$ cat src/rtl/tristate_bus_arbiter.sv
// Round-robin arbiter for requesters sharing one tri-state bus, with a forced turnaround between tenures.
// Optional forced release after MAX_HOLD grant cycles is built when the macro ARB_TIMEOUT_EN is defined.
module tristate_bus_arbiter #(
    parameter int N_REQ    = 4,
    parameter int TURN_CYC = 1,
    parameter int MAX_HOLD = 16
) (
    input  logic             clk,
    input  logic             reset,
    input  logic [N_REQ-1:0] req,
    output logic [N_REQ-1:0] grant,
    output logic [N_REQ-1:0] data_enable_low,
    output logic [2:0]       owner,
    output logic             bus_busy
`ifdef ARB_TIMEOUT_EN
    ,
    output logic             timeout
`endif
);

    typedef enum logic [1:0] {
        IDLE  = 2'b00,
        GRANT = 2'b01,
        TURN  = 2'b10
    } state_t;

    localparam logic [7:0] HOLD_LAST = 8'(MAX_HOLD - 1);
    localparam logic [1:0] TURN_LAST = 2'(TURN_CYC - 1);

    state_t            state_reg, state_next;
    logic [N_REQ-1:0]  grant_reg, grant_next;
    logic [N_REQ-1:0]  enable_low_reg;
    logic [2:0]        owner_reg, owner_next;
    logic [2:0]        last_owner_reg, last_owner_next;
    logic              bus_busy_reg;
    logic [1:0]        turn_cnt_reg, turn_cnt_next;
    logic [7:0]        hold_cnt_reg, hold_cnt_next;
`ifdef ARB_TIMEOUT_EN
    logic              timeout_reg, timeout_next;
`endif

    logic [N_REQ-1:0]  req_masked;
    logic [N_REQ-1:0]  search;
    logic [N_REQ-1:0]  win_onehot;
    logic [2:0]        win_idx;
    logic              owner_req;

    // Requests strictly above the last owner get first look; wrap to the full vector otherwise.
    genvar gi;
    generate
        for (gi = 0; gi < N_REQ; gi++) begin : g_rr
            assign req_masked[gi] = req[gi] & (3'(gi) > last_owner_reg);
            assign win_onehot[gi] = (win_idx == 3'(gi));
        end
    endgenerate

    always_comb begin
        search  = (|req_masked) ? req_masked : req;
        win_idx = '0;
        for (int i = N_REQ - 1; i >= 0; i--) begin
            if (search[i]) begin
                win_idx = 3'(i);
            end
        end
    end

    // grant_reg is one-hot on the owner during GRANT, so this avoids indexing req by owner.
    assign owner_req = |(req & grant_reg);

    always_comb begin
        state_next      = state_reg;
        grant_next      = grant_reg;
        owner_next      = owner_reg;
        last_owner_next = last_owner_reg;
        turn_cnt_next   = turn_cnt_reg;
        hold_cnt_next   = hold_cnt_reg;
`ifdef ARB_TIMEOUT_EN
        timeout_next    = 1'b0;
`endif
        case (state_reg)
            IDLE: begin
                grant_next = '0;
                if (|req) begin
                    state_next      = GRANT;
                    grant_next      = win_onehot;
                    owner_next      = win_idx;
                    last_owner_next = win_idx;
                    hold_cnt_next   = '0;
                end
            end
            GRANT: begin
                if (!owner_req) begin
                    state_next    = TURN;
                    grant_next    = '0;
                    turn_cnt_next = '0;
                end
`ifdef ARB_TIMEOUT_EN
                else if (hold_cnt_reg == HOLD_LAST) begin
                    // last_owner already points at the preempted requester, so it loses priority next round
                    state_next    = TURN;
                    grant_next    = '0;
                    turn_cnt_next = '0;
                    timeout_next  = 1'b1;
                end
`endif
                else if (hold_cnt_reg != HOLD_LAST) begin
                    hold_cnt_next = hold_cnt_reg + 8'd1;
                end
            end
            TURN: begin
                grant_next = '0;
                if (turn_cnt_reg == TURN_LAST) begin
                    state_next = IDLE;
                end else begin
                    turn_cnt_next = turn_cnt_reg + 2'd1;
                end
            end
            default: begin
                state_next = IDLE;
                grant_next = '0;
            end
        endcase
    end

    always_ff @(posedge clk or posedge reset) begin
        if (reset) begin
            state_reg      <= IDLE;
            grant_reg      <= '0;
            enable_low_reg <= '1;
            owner_reg      <= '0;
            last_owner_reg <= 3'(N_REQ - 1);
            bus_busy_reg   <= 1'b0;
            turn_cnt_reg   <= '0;
            hold_cnt_reg   <= '0;
`ifdef ARB_TIMEOUT_EN
            timeout_reg    <= 1'b0;
`endif
        end else begin
            state_reg      <= state_next;
            grant_reg      <= grant_next;
            enable_low_reg <= ~grant_next;
            owner_reg      <= owner_next;
            last_owner_reg <= last_owner_next;
            bus_busy_reg   <= |grant_next;
            turn_cnt_reg   <= turn_cnt_next;
            hold_cnt_reg   <= hold_cnt_next;
`ifdef ARB_TIMEOUT_EN
            timeout_reg    <= timeout_next;
`endif
        end
    end

    assign grant           = grant_reg;
    assign data_enable_low = enable_low_reg;
    assign owner           = owner_reg;
    assign bus_busy        = bus_busy_reg;
`ifdef ARB_TIMEOUT_EN
    assign timeout         = timeout_reg;
`endif

endmodule

$ cat config.mk
export PLATFORM = sky130hd
export DESIGN_NAME = tristate_bus_arbiter
export DESIGN_NICKNAME = d
export VERILOG_FILES = /design/src/rtl/tristate_bus_arbiter.sv
export SDC_FILE = /design/constraint.sdc
export NUM_CORES = 1
export LEC_CHECK = 0
export ABC_AREA = 1
export CAP_MARGIN = 20
export CORE_ASPECT_RATIO = 0.75
export CORE_MARGIN = 4
export CORE_UTILIZATION = 38
export CTS_CLUSTER_DIAMETER = 30
export CTS_CLUSTER_SIZE = 24
export DETAILED_ROUTE_END_ITERATION = 6
export PLACE_DENSITY_LB_ADDON = 0.08
export RECOVER_POWER = 25
export SETUP_SLACK_MARGIN = 0.5
export SYNTH_ARGS = -nofsm -noshare
export SYNTH_HDL_FRONTEND = slang
export SYNTH_SLANG_ARGS = --single-unit
$ cat constraint.sdc
create_clock -name clk -period 1.1 [get_ports clk]
set_input_delay 0.22 -clock clk [delete_from_list [all_inputs] [get_ports clk]]
set_output_delay 0.22 -clock clk [all_outputs]
set_load 0.005 [all_outputs]
==> results.json, run 1 <==
{
  "drtAntennaViolNets": 0,
  "dr.first_iter.drc_count": 8,
  "htree_levels": 1,
  "ys_types": 20,
  "hpwl_um": 1280,
  "tightest_slew_ps": 749,
  "synthCells": 99,
  "p_int_mw": 1.71,
  "p_sw_share_pct": 40.4,
  "final_core_util_pct": 57.9,
  "fin_skew_ps": 11.8,
  "ff_latch_area_um2": 433,
  "fin_crit_sh_pct": 120,
  "finalCriticalPeriod_ps": 1320,
  "yosysWarnings": 0,
  "startpoint": "last_owner_reg[0]$_DFFE_PP1P_",
  "dieArea_um2": 3080,
  "fin_nets": 136,
  "cp_max_fo": 5,
  "cts_tree": "built",
  "grt_pass1_vias": 672,
  "worstSetupEndpointType": "flop",
  "fmax_mhz": 760,
  "diodes": 0,
  "cp.arrival_ps": 1490,
  "ys_ff_latch": 17,
  "seqPwrFrac_pct": 35.7,
  "violations": "setup timing",
  "cts_buffers": 3,
  "die_x_um": 62.8,
  "synth_top_family_by_area": "simple AND/OR/NAND/NOR gates",
  "gp_congestion": 0.847,
  "cts_root_buf": "clkbuf_4",
  "vdd_ir_drop_max_mv": 1.22,
  "clk_latency_ps": 290,
  "synth_xor_area_share_pct": 0,
  "wl_um": 1730,
  "path_class": "reg2reg",
  "remaining_drc_errors": 0,
  "finalHoldViolations": 0,
  "cp.required_ps": 1280,
  "clk_path_buf_depth": 2,
  "final_cell_mix": "nand2_1, inv_1, dfrtp_1, inv_2, buf_2",
  "antenna_found_initial": 0,
  "synthAdderAreaFrac_pct": 1.46,
  "final_max_slew_viol_count": 0,
  "ys_seq_area_share_pct": 50.7,
  "dpl_cell_area_um2": 1070,
  "clkSlewWorstSetupHoldPaths_ps": 100,
  "hold_path.class": "in2async",
  "reg2reg_from": "last_owner_reg[0]$_DFFE_PP1P_",
  "syn_avg_cell_area_um2": 8.63,
  "vias": 713,
  "final_common_cell": "nand2_1",
  "rows": 14,
  "synth-simple-area-share_pct": 24.7,
  "synth_mux_area_share_pct": 0,
  "syn2layout_area_growth_pct": 40.0,
  "postLayoutSetupSlackWorst_ps": -215,
  "grt_max_degree": 18,
  "die_h_um": 49.1,
  "p_comb_share_pct": 52.7,
  "initial_utilization_pct": 41.3,
  "drv_cap": 0,
  "fillers": 195,
  "dr.pass1.iters": 4,
  "port_buffers": 16,
  "syn_area_um2": 855,
  "dpl_worst_slack_ps": -446,
  "grt_util_all_layers_pct": 12.5,
  "via_per_inst": 4.69,
  "power.switching_mw": 1.16,
  "overflow": 0,
  "status": "finished with violations",
  "drive_gt1_share_pct": 50.8,
  "p_leak_nw": 0.611,
  "grt_pass1_wl_um": 2990,
  "ioPinCount": 18,
  "cts.sinks": 17,
  "final_area_um2": 1200,
  "critPathLaunchType": "flop",
  "multi_input_area_um2": 393,
  "wl_per_cell_um": 11.4,
  "rsz0062_at_grt": "yes",
  "synth_compound_area_share_pct": 10.4,
  "powerDensity_nw_per_um2": 2400,
  "maxSlewHeadroom_pct": 50.0,
  "clkPwrFrac_pct": 11.6,
  "setup_viol": 18,
  "synth_nets": 106,
  "core_um2": 2070
}
==> cells by family after synthesis <==
family,Yosys count
and+or+nand+nor,43
buffers and inverters,27
DFF,17
AOI/OAI and AO/OA,10
adders and majority gates,1
other,1
==> area by class of cell <==
| type | instances | share of cell area [%] |
|---|---|---|
| Clock buffer | 4 | 2.20 |
| Sequential cell | 17 | 36.2 |
| Tap cell | 24 | 2.51 |
| Multi-Input combinational cell | 55 | 32.8 |
| Inverter | 26 | 8.58 |
| Timing Repair Buffer | 26 | 17.7 |
==> metal layers <==
layer / vias up / track usage, % / share of wire, %
met5: - / 0 / 0
met4: 0 / 2.20 / 0
met3: 0 / 6.91 / 7.9
met2: 26 / 17.7 / 47
met1: 331 / 16.9 / 45
li1: 356 / - / -
==> per-stage QoR <==
step / hold slack [ps] / TNS, ps / instances / power, mW
2_1_floorplan: 142 / -373 / 99 / 1.72
3_3_place_gp: 454 / -6980 / 141 / 2.21
3_5_place_dp: 463 / -7130 / 141 / 2.22
4_1_cts: 220 / -2370 / 151 / 2.67
5_1_grt: 488 / -3880 / 152 / 3.12
6_report: 421 / -2330 / 152 / 2.87
==> power by group through the flow <==
| stage | Sequential, mW | Clock, mW | Combinational, mW |
|---|---|---|---|
| 3_3_place_gp | 1.03 | 0 | 1.18 |
| 3_5_place_dp | 1.03 | 0 | 1.19 |
| 2_1_floorplan | 1.03 | 0 | 0.688 |
| 4_1_cts | 1.01 | 0.354 | 1.30 |
| 6_report | 1.02 | 0.333 | 1.51 |
| 5_1_grt | 1.05 | 0.385 | 1.68 |
==> critical path, stage by stage, from the launching register on <==
cell     delay [ps]
dfstp_2         560
inv_2            60
nand3_4          80
nand4_1         170
nand2_2         140
nor2_4           60
nand3_2          60
nand2_2          60
==> path summary, 6_finish.rpt <==
check | end | slack, ps | cells past startpoint
setup / recovery | grant[2]$_DFF_PP0_ | -220 | 7
hold / removal | grant[0]$_DFF_PP0_ | 420 | 3
setup reg to reg | grant[2]$_DFF_PP0_ | -220 | 7
hold reg to reg | turn_cnt_reg[1]$_DFFE_PP0P_ | 480 | 2
max in group asynchronous | owner[0]$_DFFE_PP0P_ | 200 | 3
min in group clk | turn_cnt_reg[1]$_DFFE_PP0P_ | 480 | 2
==> synth_stat cells <==
library cell	instances	share of area (%)
nand3_2	1	1.2
nand3_1	5	2.9
o21ai_1	1	0.59
inv_2	5	2.2
nand2_1	21	9.2
buf_4	1	0.88
clkinv_1	1	0.44
nand4_1	2	1.5
a31oi_4	1	2.5
nand2_2	4	2.9
dfrtp_1	11	32
a21oi_2	2	2.1
dfstp_2	6	18
nor2_4	3	4.0
nor2_1	7	3.1
inv_1	20	8.8
o22ai_2	2	2.9
ha_1	1	1.5
o21ai_0	4	2.3
conb_1	1	0.44
==> timing repair <==
action	CTS	global route
setup buffers	6	1
endpoints found under the hold margin	0	0
pin swaps	6	9
hold buffers	0	0
endpoints found under the setup margin	28	28
resized for setup	63	18
cloned	0	0
Note: power is estimated with default switching activity, not from simulation.
==> inputs of run 2 (changes only) <==
==> constraint.sdc (replaced) <==
create_clock -name clk -period 1.6 [get_ports clk]
set_input_delay 0.32 -clock clk [delete_from_list [all_inputs] [get_ports clk]]
set_output_delay 0.32 -clock clk [all_outputs]
set_load 0.01 [all_outputs]
==> run 2 against run 1 <==
Critical endpoint is now grant[3]$_DFF_PP0_; total power decreased by 26%; largest power group unchanged; wire length rose by 3.2%; global-route usage grew 0.23 points; critical path depth unchanged; final cell count up 2.6%; die area did not move; the flow now finishes without violations; sequential cell count stayed put; critical path type unchanged; core utilization rose by 1.7 points; sequential share of layout area decreased by 1.0 points; combinational power decreased by 22%; cell area is 2.9% higher.
==> results.json, run 2 (synthesis results as in run 1) <==
{
  "dr.first_iter.drc_count": 17,
  "syn2layout_area_growth_pct": 44.1,
  "core_um2": 2070,
  "holdWs_ps": 491,
  "overflow": 0,
  "holdBufCountCts": 0,
  "fin_skew_ps": 4.40,
  "cp_max_fo": 5,
  "wl_um": 1780,
  "hpwl_um": 1250,
  "cts_buffers": 3,
  "power_mw": 2.12,
  "postLayoutSetupSlackWorst_ps": 265,
  "dpl_cell_area_um2": 1060,
  "drv_cap": 0,
  "die_x_um": 62.8,
  "setup_viol": 0,
  "grt_util_all_layers_pct": 12.8,
  "final_area_um2": 1230,
  "critPathLaunchType": "flop",
  "clk_path_buf_depth": 2,
  "final_common_cell": "nand2_1",
  "cp.arrival_ps": 1520,
  "drtAntennaViolNets": 0,
  "drive_gt1_share_pct": 53.0,
  "grt_use_met2_pct": 21.8,
  "initial_utilization_pct": 41.3,
  "p_leak_nw": 0.627,
  "ioPinCount": 18,
  "hold_path.class": "reg2reg",
  "cts_tree": "built",
  "layout.cells.non_filler": 156,
  "dp_cells": 141,
  "grt.busiest_layer": "met2",
  "dr.pass1.iters": 4,
  "grt_pass1_wl_um": 3040,
  "status": "complete, no violations",
  "grtUsageMet3_pct": 4.38,
  "vias": 726,
  "final_cell_mix": "nand2_1, inv_1, dfrtp_1, buf_6",
  "grt_pass1_vias": 709,
  "clkSlewWorstSetupHoldPaths_ps": 100,
  "dpl_worst_slack_ps": -38.4,
  "worstSetupEndpointType": "flop",
  "grt_max_degree": 18,
  "final_core_util_pct": 59.6,
  "tightest_slew_ps": 901,
  "maxSlewHeadroom_pct": 39.9,
  "gp_congestion": 0.785,
  "port_buffers": 16,
  "clk_latency_ps": 290,
  "cts.sinks": 17,
  "powerDensity_nw_per_um2": 1720,
  "finalHoldViolations": 0,
  "diodes": 0,
  "wl_per_cell_um": 11.4,
  "finalCriticalPeriod_ps": 1340,
  "path_class": "reg2reg",
  "dieArea_um2": 3080,
  "cts_root_buf": "clkbuf_4",
  "fin_crit_sh_pct": 83.5,
  "die_h_um": 49.1,
  "vdd_ir_drop_max_mv": 0.715,
  "final_max_slew_viol_count": 0,
  "antenna_found_initial": 0,
  "use_met1_pct": 15.4,
  "htree_levels": 1,
  "cp.required_ps": 1780,
  "rows": 14,
  "via_per_inst": 4.65,
  "fin_nets": 140,
  "remaining_drc_errors": 0,
  "fmax_mhz": 749,
  "rsz0062_at_grt": "yes",
  "fin_setup_tns_ps": 0
}
run 2: cell count changes in the layout (fill, tap and decap cells not counted), moves of 2 or more:
cell             change
nor2_1               +2
nor2_4               -2
o21ai_1              -2
inv_2                -2
buf_4                +2
o21ai_2              +2
buf_6                +3
nand2_2              +2
clkdlybuf4s50_1      -2
run 2: metal layers:
layer  vias up  routed length, µm
met3         2                 67
met5         -                  0
li1        363                  -
met1       348                839
met4         0                 13
met2        13                863
run 2: worst max-delay path: stages (launching register included):
cell	delay (ps)
dfstp_2	570
inv_2	70
nand2_2	70
nand4_1	190
nand2_2	140
nor2_4	60
nand3_2	60
nand2_2	70
run 2: path summary, 6_finish.rpt:
path                                                     from                     endpoint  depth (start not counted)  slack (ps)
max in group asynchronous                               reset           grant[2]$_DFF_PP0_                          3         340
worst min register to register    turn_cnt_reg[1]$_DFFE_PP0P_  turn_cnt_reg[1]$_DFFE_PP0P_                          2         490
worst min-delay path              turn_cnt_reg[1]$_DFFE_PP0P_  turn_cnt_reg[1]$_DFFE_PP0P_                          2         490
worst max register to register  last_owner_reg[1]$_DFFE_PP1P_           grant[3]$_DFF_PP0_                          7         260
worst max-delay path            last_owner_reg[1]$_DFFE_PP1P_           grant[3]$_DFF_PP0_                          7         260
min in group asynchronous                               reset           grant[0]$_DFF_PP0_                          3         710
run 2: cell type report:
| cell class | instances | area (µm²) |
|---|---|---|
| multi-input combinational | 55 | 390 |
| fill | 189 | 836 |
| clock inverter | 1 | 5.00 |
| timing repair buffer | 30 | 245 |
| sequential | 17 | 433 |
| tap | 24 | 30.0 |
| clock buffer | 3 | 22.5 |
| inverter | 26 | 105 |
run 2: report_power, final:
part / leakage (nW) / switching [mW] / internal [mW]
Clock: 0.0177 / 0.138 / 0.0930
Sequential: 0.207 / 0.0821 / 0.620
Combinational: 0.402 / 0.636 / 0.547
run 2: timing repair:
| item | CTS | global route |
|---|---|---|
| pin swaps | 9 | 9 |
| setup buffers | 11 | 0 |
| setup endpoints to repair | 28 | 28 |
| gates resized for setup | 67 | 18 |
